===== src/rtl/rv_pkg.sv =====
// Shared RV32I definitions for the fetch/decode front end.
package rv_pkg;

  localparam int unsigned XLEN = 32;
  localparam logic [XLEN-1:0] NOP_INSTR        = 32'h0000_0013;
  localparam logic [XLEN-1:0] RESET_PC_DEFAULT = 32'h0000_0000;

  // Major opcodes in out_instr[6:0]; decode and the immediate extender
  // select their format from these.
  typedef enum logic [6:0] {
    OP_LUI    = 7'b0110111,
    OP_AUIPC  = 7'b0010111,
    OP_JAL    = 7'b1101111,
    OP_JALR   = 7'b1100111,
    OP_BRANCH = 7'b1100011,
    OP_LOAD   = 7'b0000011,
    OP_STORE  = 7'b0100011,
    OP_IMM    = 7'b0010011,
    OP_REG    = 7'b0110011,
    OP_FENCE  = 7'b0001111,
    OP_SYSTEM = 7'b1110011
  } opcode_e;

  // One buffered fetch: the word and the PC it was fetched from.
  typedef struct packed {
    logic [XLEN-1:0] pc;
    logic [XLEN-1:0] instr;
  } fetch_entry_t;

  // Force a byte address onto a word boundary.
  function automatic logic [XLEN-1:0] word_align(input logic [XLEN-1:0] a);
    return {a[XLEN-1:2], 2'b00};
  endfunction

endpackage


===== src/rtl/instr_fetch_buffer_fetch_fifo.sv =====
// In-order buffer of {pc, instr} entries between fetch and decode.
module fetch_fifo
  import rv_pkg::*;
#(
  parameter int unsigned  DEPTH       = 2,
  parameter fetch_entry_t RESET_ENTRY = '{pc: RESET_PC_DEFAULT, instr: NOP_INSTR}
) (
  input  logic                     clk,
  input  logic                     rst,
  input  logic                     i_push,
  input  fetch_entry_t             i_push_data,
  input  logic                     i_pop,
  input  logic                     i_flush,
  output fetch_entry_t             o_head,
  output logic [$clog2(DEPTH):0]   o_count,
  output logic                     o_full,
  output logic                     o_empty
);

  localparam int unsigned AW = $clog2(DEPTH);

  fetch_entry_t   r_mem [DEPTH];
  logic [AW-1:0]  r_wr_ptr;
  logic [AW-1:0]  r_rd_ptr;
  logic [AW:0]    r_count;

  logic           w_do_pop;
  logic           w_do_push;

  assign o_empty   = (r_count == '0);
  assign o_full    = (r_count == (AW+1)'(DEPTH));
  assign o_count   = r_count;
  assign o_head    = r_mem[r_rd_ptr];

  assign w_do_pop  = i_pop && !o_empty;
  // A push into a full buffer is only accepted when the head leaves the same cycle.
  assign w_do_push = i_push && (!o_full || w_do_pop);

  // Entry storage; the head shows a NOP at its reset PC until the first push.
  always_ff @(posedge clk or posedge rst) begin
    if (rst) begin
      for (int unsigned i = 0; i < DEPTH; i++) begin
        r_mem[i] <= RESET_ENTRY;
      end
    end else if (w_do_push && !i_flush) begin
      r_mem[r_wr_ptr] <= i_push_data;
    end
  end

  // Pointers and occupancy; flush empties the buffer regardless of push/pop.
  always_ff @(posedge clk or posedge rst) begin
    if (rst) begin
      r_wr_ptr <= '0;
      r_rd_ptr <= '0;
      r_count  <= '0;
    end else if (i_flush) begin
      r_wr_ptr <= '0;
      r_rd_ptr <= '0;
      r_count  <= '0;
    end else begin
      if (w_do_push) begin
        r_wr_ptr <= r_wr_ptr + AW'(1);
      end
      if (w_do_pop) begin
        r_rd_ptr <= r_rd_ptr + AW'(1);
      end
      if (w_do_push && !w_do_pop) begin
        r_count <= r_count + (AW+1)'(1);
      end else if (!w_do_push && w_do_pop) begin
        r_count <= r_count - (AW+1)'(1);
      end
    end
  end

endmodule


===== src/rtl/instr_fetch_buffer.sv =====
// RV32I fetch stage: PC, request issue, response tracking and decode buffer.
module instr_fetch_buffer
  import rv_pkg::*;
#(
  parameter logic [XLEN-1:0] RESET_PC = RESET_PC_DEFAULT,
  parameter int unsigned     DEPTH    = 2
) (
  input  logic             clk,
  input  logic             reset,
  output logic             imem_req,
  output logic [XLEN-1:0]  imem_addr,
  input  logic             imem_gnt,
  input  logic             imem_rvalid,
  input  logic [XLEN-1:0]  imem_rdata,
  input  logic             redirect,
  input  logic [XLEN-1:0]  redirect_pc,
  output logic             out_valid,
  input  logic             out_ready,
  output logic [XLEN-1:0]  out_instr,
  output logic [XLEN-1:0]  out_pc
);

  localparam int unsigned  CW = $clog2(DEPTH) + 1;
  localparam fetch_entry_t L_RESET_ENTRY = '{pc: RESET_PC, instr: NOP_INSTR};

  logic [XLEN-1:0] r_pc;       // next fetch address
  logic [XLEN-1:0] r_resp_pc;  // PC owed to the next kept response
  logic [CW-1:0]   r_pend;     // issued, not yet returned
  logic [CW-1:0]   r_drop;     // returns still owed to a flushed stream

  fetch_entry_t    w_head;
  fetch_entry_t    w_push_data;
  logic [CW-1:0]   w_fifo_count;
  logic            w_full;
  logic            w_empty;
  logic            w_pop;
  logic            w_issue;
  logic            w_resp;
  logic            w_push;
  logic [CW:0]     w_occupancy;
  logic [XLEN-1:0] w_target;

  assign w_target    = word_align(redirect_pc);
  assign out_valid   = !w_empty;
  assign out_instr   = w_head.instr;
  assign out_pc      = w_head.pc;
  assign imem_addr   = r_pc;

  assign w_pop       = out_valid && out_ready && !redirect;
  assign w_issue     = imem_req && imem_gnt;
  // Returns with nothing outstanding are a protocol error and are ignored.
  assign w_resp      = imem_rvalid && (r_pend != '0);
  assign w_push      = w_resp && (r_drop == '0) && !redirect;
  assign w_push_data = '{pc: r_resp_pc, instr: imem_rdata};

  // A slot freed by this cycle's pop counts as free, so a 1-cycle memory
  // streams one word per cycle with DEPTH=2; a response needs >=1 cycle,
  // so the slot is already vacated when the word arrives.
  assign w_occupancy = {1'b0, w_fifo_count} + {1'b0, r_pend} - (CW+1)'(w_pop);

  // Issue whenever every outstanding and buffered word fits in the buffer.
  always_comb begin
    imem_req = 1'b0;
    if (!reset && !redirect && !(w_full && !w_pop)) begin
      imem_req = (w_occupancy < (CW+1)'(DEPTH));
    end
  end

  // Fetch PC and the PC tag for the next kept response.
  always_ff @(posedge clk or posedge reset) begin
    if (reset) begin
      r_pc      <= RESET_PC;
      r_resp_pc <= RESET_PC;
    end else if (redirect) begin
      r_pc      <= w_target;
      r_resp_pc <= w_target;
    end else begin
      if (w_issue) begin
        r_pc <= r_pc + 32'd4;
      end
      if (w_push) begin
        r_resp_pc <= r_resp_pc + 32'd4;
      end
    end
  end

  // Outstanding and stale-return counters.
  always_ff @(posedge clk or posedge reset) begin
    if (reset) begin
      r_pend <= '0;
      r_drop <= '0;
    end else begin
      if (w_issue && !w_resp) begin
        r_pend <= r_pend + CW'(1);
      end else if (!w_issue && w_resp) begin
        r_pend <= r_pend - CW'(1);
      end
      // Everything still outstanding after a redirect belongs to the old stream.
      if (redirect) begin
        r_drop <= r_pend - CW'(w_resp);
      end else if (w_resp && (r_drop != '0)) begin
        r_drop <= r_drop - CW'(1);
      end
    end
  end

  fetch_fifo #(
    .DEPTH       (DEPTH),
    .RESET_ENTRY (L_RESET_ENTRY)
  ) u_fifo (
    .clk         (clk),
    .rst         (reset),
    .i_push      (w_push),
    .i_push_data (w_push_data),
    .i_pop       (w_pop),
    .i_flush     (redirect),
    .o_head      (w_head),
    .o_count     (w_fifo_count),
    .o_full      (w_full),
    .o_empty     (w_empty)
  );

endmodule


===== config.mk =====
export PLATFORM = sky130hd
export DESIGN_NAME = instr_fetch_buffer
export DESIGN_NICKNAME = d
export VERILOG_FILES = /design/src/rtl/rv_pkg.sv /design/src/rtl/instr_fetch_buffer_fetch_fifo.sv /design/src/rtl/instr_fetch_buffer.sv
export SDC_FILE = /design/constraint.sdc
export NUM_CORES = 1
export LEC_CHECK = 0
export BUFFER_PORTS_ARGS = -buffer_cell sky130_fd_sc_hd__buf_4
export CORE_ASPECT_RATIO = 0.8
export CORE_MARGIN = 4
export CORE_UTILIZATION = 60
export CTS_BUF_LIST = sky130_fd_sc_hd__clkbuf_4
export CTS_CLUSTER_SIZE = 40
export DETAILED_ROUTE_END_ITERATION = 10
export GPL_TIMING_DRIVEN = 0
export PLACE_DENSITY = 0.85
export SKIP_CTS_REPAIR_TIMING = 1
export SKIP_LAST_GASP = 1
export SYNTH_ARGS = -nofsm -noshare
export SYNTH_HDL_FRONTEND = slang
export SYNTH_SLANG_ARGS = --single-unit

===== constraint.sdc =====
create_clock -name clk -period 14.25 [get_ports clk]
set_clock_uncertainty 0.1 [all_clocks]
set_input_delay 0.7125 -clock clk [delete_from_list [all_inputs] [get_ports clk]]
set_output_delay 0.7125 -clock clk [all_outputs]
set_load 0.01 [all_outputs]

== Word level (Yosys, flattened, before mapping) ==
Index checks and enable logic that the tools add are counted.
W data, S select, Z words.

* Equality and inequality tests: 1
* Bitwise gates (word level): 2
* Reductions and logical operators: 40
* Muxes and demuxes: 22
* Magnitude comparators: 4
* Add/sub/neg operators: 12

{| class="wikitable"
|+ Operators with widths
! operator !! count
|-
| $mux W64 || 4
|-
| $bwmux W128 || 1
|-
| $mux W32 || 4
|-
| $add A32 B3 Y32 const B || 2
|-
| $demux W64 S1 || 1
|-
| $logic_and A1 B1 Y1 || 18
|-
| $reduce_bool A2 Y1 || 8
|-
| $mux W2 || 7
|-
| $logic_not A1 Y1 || 10
|-
| $sub A2 B1 Y2 const B || 3
|-
| $mux W1 || 5
|-
| $add A2 B1 Y2 const B || 2
|-
| $ge A2 B2 Y1 const B || 2
|-
| $logic_not A2 Y1 || 2
|-
| $not A1 Y2 || 2
|-
| $add A2 B2 Y3 || 1
|-
| $lt A3 B2 Y1 const B || 1
|-
| $reduce_bool A3 Y1 || 1
|-
| $sub A3 B1 Y3 || 1
|-
| $add A1 B1 Y1 const B || 2
|-
| $eq A2 B2 Y1 const B || 1
|-
| $lt A2 B1 Y1 const B || 1
|-
| $sub A2 B1 Y2 || 1
|-
| $logic_or A1 B1 Y1 || 1
|}

* Bits in registers: 200
* Bits of input ports: 70
* Output and inout port bits: 98

== Depth between registers and ports, before layout ==
* Word-level depth: 14
* Depth in mapped cells: 14
* Gate-level depth less buffers: 11

== By module ==
From an unflattened synthesis, not the netlist that was laid out.

* Cells, all modules: 783
* Area total of the unflattened synthesis: 9,633.0 um^2

{| class="wikitable"
|+ By module, submodules not included
! module !! cells an instance !! area each (um^2) !! sequential area each (um^2) !! times used
|-
| fetch_fifo || 366 || 5,925.7 || 3,310.7 || 1
|-
| instr_fetch_buffer || 417 || 3,707.3 || 1,601.5 || 1
|}

== Worst setup path before layout ==
Ideal clock, no wire load.

* Kind: input-to-output
* From: in reset
* To: out imem_req
* Required time: 13,437 ps
* Path slack: 7,999 ps
* Path buffers: 0
* Cell stages on the path: 2
* Arrival time: 5,438 ps
* Cells stage by stage: inv_1 and4_1

* Longest elaborated chain between the ends: 4

{| class="wikitable"
|+ Ends and longest elaborated chain
! what !! RTL line !! text
|-
| from (decl) || instr_fetch_buffer.sv:9 || <nowiki>input logic reset,</nowiki>
|-
| $logic_not A1 Y1 (no line) || n/a ||
|-
| $logic_and A1 B1 Y1 (2 in a row) || instr_fetch_buffer.sv:64 || <nowiki>if (!reset && !redirect && !(w_full && !w_pop)) begin</nowiki>
|-
| $mux W1 || instr_fetch_buffer.sv:64 ||
|-
| to (decl) || instr_fetch_buffer.sv:10 || <nowiki>output logic imem_req,</nowiki>
|}

Every way passes these cells.

== Worst setup path in the final report ==
* From: in redirect
* To: reg r_pend[1]

* Longest elaborated chain between the ends: 11

{| class="wikitable"
|+ Ends and longest elaborated chain
! what !! RTL line !! text
|-
| from (decl) || instr_fetch_buffer.sv:15 || <nowiki>input logic redirect,</nowiki>
|-
| $logic_not A1 Y1 * || instr_fetch_buffer.sv:49, instr_fetch_buffer.sv:64 ||
|-
| parallel branches: the longest is 5 deep, another holds $sub A3 B1 Y3 || n/a ||
|-
| $mux W1 * || instr_fetch_buffer.sv:64 ||
|-
| $logic_and A1 B1 Y1 * || instr_fetch_buffer.sv:50 || <nowiki>assign w_issue = imem_req && imem_gnt;</nowiki>
|-
| $logic_not A1 Y1 || instr_fetch_buffer.sv:95 || <nowiki>end else if (!w_issue && w_resp) begin</nowiki>
|-
| $logic_and A1 B1 Y1 || instr_fetch_buffer.sv:95 ||
|-
| $reduce_bool A2 Y1 (no line) || n/a ||
|-
| to (signal assigned) || instr_fetch_buffer.sv:94 || <nowiki>r_pend <= r_pend + CW'(1);</nowiki>
|-
| to (signal assigned) || instr_fetch_buffer.sv:96 || <nowiki>r_pend <= r_pend - CW'(1);</nowiki>
|-
| to (decl) || instr_fetch_buffer.sv:28 || <nowiki>logic [CW-1:0] r_pend;</nowiki>
|}

Mark *: on every way between the ends.
A chain may end at the register's enable or synchronous reset.

==> summary.md <==
| Metric | Value |
|---|---|
| Outcome | `finished, final reports clean` |
| Power Density | `156 nW/um^2` |
| Setup TNS | `0 ps` |
| Post-synth ARST share | `1.00` |
| Number of iterations in the first detailed-routing pass | `5` |
| Antenna violations before repair | `0` |
| Commonest cells after routing, fill and taps aside | `186 x dfrtp_1, 180 x mux2_2, 164 x buf_4` |
| Fin crit period | `4120 ps` |
| MaxCap Viol Count | `0` |
| DR WL/cell | `18.9 um` |
| Place WS | `9570 ps` |
| Highest routed layer | `met4` |
| Clock Sinks | `192` |
| Area growth, synth to finish | `18.9%` |
| Maximum VDD drop | `0.0936 mV` |
| WL met3 | `1470 um` |
| Synth Area per Inst | `12.0 sq um` |
| CTS tree | `done` |
| Grt ovf | `0` |
| Share of power burned in combinational logic | `0.369` |
| DR iter-0 viols | `518` |
| Number of global-route vias before repair | `6941` |
| Port buffer count | `160` |
| Final worst path period share | `0.289` |
| Crit path max-delay family | `buffers and inverters` |
| Area leader, netlist | `dfrtp_1` |
| Post-DRT Antenna Nets | `0` |
| Kind of critical path | `primary input to flip-flop` |
| Worst Tran Pin Value | `860 ps` |
| DR vias | `6901` |
| CP cell instances | `buf_4 -> clkbuf_1 -> clkbuf_1 -> nor4b_1 -> o21ai_0 -> fa_1 -> nand3b_1 -> or4b_1 -> buf_2 -> inv_2 -> buf_2 -> ha_1 -> xor2_1 -> nor2_1 -> xnor2_1` |
| Fmax | `242 MHz` |
| Total GRT Usage | `0.259` |
| Hold WC Path Type | `primary input to async pin` |
| Setup violators final | `0` |
| Final net count | `1036` |
| First-pass GRT wire length | `36200 um` |
| CTS root buffer | `clkbuf_4` |
| Post-synthesis sequential area ratio | `0.517` |
| Crit path DAT | `4520 ps` |
| Buffers & Inverters on Critical Path | `6` |
| Synthesized cell area | `9310 sq um` |
| Area contributors post-synth | `dfrtp_1 50%, mux2_2 22%, nand3_1 2.0%, nand2_1 2.0%, xnor2_1 2.0%` |
| Top_reg_cell synth | `dfrtp_1` |
| Die height | `119 um` |
| Initial core utilization | `0.616` |
| Max-slew headroom | `0.422` |
| Crit-path max FO | `10` |
| Met2 wire len | `10600 um` |
| Clk network pwr share | `0.160` |
| Final Non-Filler Cells | `1182` |
| Ports | `168` |
| Dpl hpwl | `16400 um` |
| Core area | `15100 sq um` |
| Ys Warns | `0` |
| Full die area | `17600 sq um` |
| Post-synthesis register bit count | `192` |
| Max stage delay on crit path | `590 ps` |
| Share of cells above drive strength 1 | `0.430` |
| Post-synth cell types | `58` |
| Pin count of the biggest net entering global routing | `135` |
| Final worst slack | `10130 ps` |
| DRC | `0` |
| Crit end category | `flip-flop` |
| CTS max path bufs | `2` |
| Global placement routability congestion | `0.958` |
| Syn Inst Count | `776` |
| Cells after DPL | `1150` |
| Sequential share of power | `0.471` |
| CP startpoint kind | `primary input` |
| Synth top area share | `0.500` |
| Number of synthesized flops with an enable pin | `0` |
| Diode count | `0` |
| Sw frac | `0.334` |
| Sw Pwr | `576 uW` |
| Total length of routed wires | `22300 um` |
| Most common cell after layout, fill and taps aside | `dfrtp_1` |
| Internal power | `1.15 mW` |
| RSZ-0062 raised after global routing | `no` |
| Vias/cell | `5.84` |
| Die width | `147 um` |
| CP required | `14650 ps` |
| Metal-1 WL | `9810 um` |
| Leak | `5.05 nW` |
| Final Max Tran Viols | `0` |
| Crit path max-delay cell type | `nor4b_1` |
| Row count | `40` |
| Final hold violation count | `0` |
| Cts bufs inserted | `17` |
| CTS H-Tree Depth | `4` |
| Clk slew on worst S/H paths | `150 ps` |
| Worst skew pair latency | `600 ps` |
worst reg2reg max path, delay by kind of cell (launching register included):
family | cells | cell delay, ps
xor+xnor | 2 | 290
flops | 1 | 490
simple gates | 4 | 1210
buf+inv | 3 | 530
fa+ha+maj | 2 | 750
compound gates | 1 | 220
registers in the layout, indices dropped and copies added (netlist names):
register,count
u_fifo.r_mem,124
imem_addr,30
r_resp_pc,30
r_drop,2
r_pend,2
u_fifo.o_count,2
u_fifo.r_rd_ptr,1
u_fifo.r_wr_ptr,1
power groups by stage:
stage / clock, mW / sequential (mW) / combinational [mW]
2_1_floorplan: 0 / 0.795 / 0.388
3_3_place_gp: 0 / 0.812 / 0.622
3_5_place_dp: 0 / 0.823 / 0.641
4_1_cts: 0.281 / 0.812 / 0.644
5_1_grt: 0.300 / 0.837 / 0.692
6_report: 0.276 / 0.813 / 0.636
metal layers:
metal | track usage | vias to the layer above
met2 | 0.409 | 265
li1 | - | 3175
met3 | 0.0487 | 39
met1 | 0.363 | 3422
met5 | 0 | -
met4 | 0.0861 | 0
synth_stat cells (11+ instances only):
| library cell | n |
|---|---|
| nor2_1 | 30 |
| nand3_1 | 38 |
| o21ai_0 | 33 |
| xor2_1 | 14 |
| dfrtp_1 | 186 |
| nand2_1 | 49 |
| clkbuf_1 | 19 |
| nor3_1 | 11 |
| nand4_1 | 17 |
| mux2_2 | 180 |
| o211ai_1 | 16 |
| inv_1 | 12 |
| mux2_1 | 13 |
| xnor2_1 | 21 |
| buf_2 | 18 |
path summary, 6_finish.rpt:
check	startpoint	to	slack, ps	cells after the start
setup / recovery	redirect	r_pend[1]	10130	15
hold / removal	reset	r_drop[1]	7	2
setup reg to reg	u_fifo.o_count[0]	r_pend[1]	10580	12
hold reg to reg	u_fifo.r_mem[66]	u_fifo.r_mem[66]	410	1
max in group asynchronous	reset	u_fifo.r_mem[86]	13090	3
min in group clk	imem_rdata[9]	u_fifo.r_mem[73]	220	2
metrics by stage:
stage          hold WS (ps)  area [sq um]  total power, mW  utilization
3_3_place_gp            363         10800             1.43        0.714
3_5_place_dp            372         10800             1.46        0.716
2_1_floorplan           354          9330             1.18            -
4_1_cts               -6.08         11100             1.74        0.733
5_1_grt                22.8         11100             1.83        0.733
6_report               7.18         11100             1.73        0.733
final cells by class:
type                       count  area [sq um]
clock buffer                  17           128
buffer                        48           218
clock inverter                15           125
inverter                      14          60.1
fill                        1099          4040
tap                          210           263
timing repair buffer         161          1230
multi-input combinational    525          4240
sequential                   192          4810
cell families (layout without fill, tap and decap cells):
kind of cell    Yosys count  after routing  synth area share
simple gates            191            191             0.111
fa+ha+maj                 7              7            0.0102
compound gates           94             94            0.0658
mux                     194            194             0.234
xor+xnor                 35             35            0.0329
other cells               1              4          0.000403
buf+inv                  62            255            0.0290
flops                   192            192             0.517
Power figures use the tool's default switching activity.
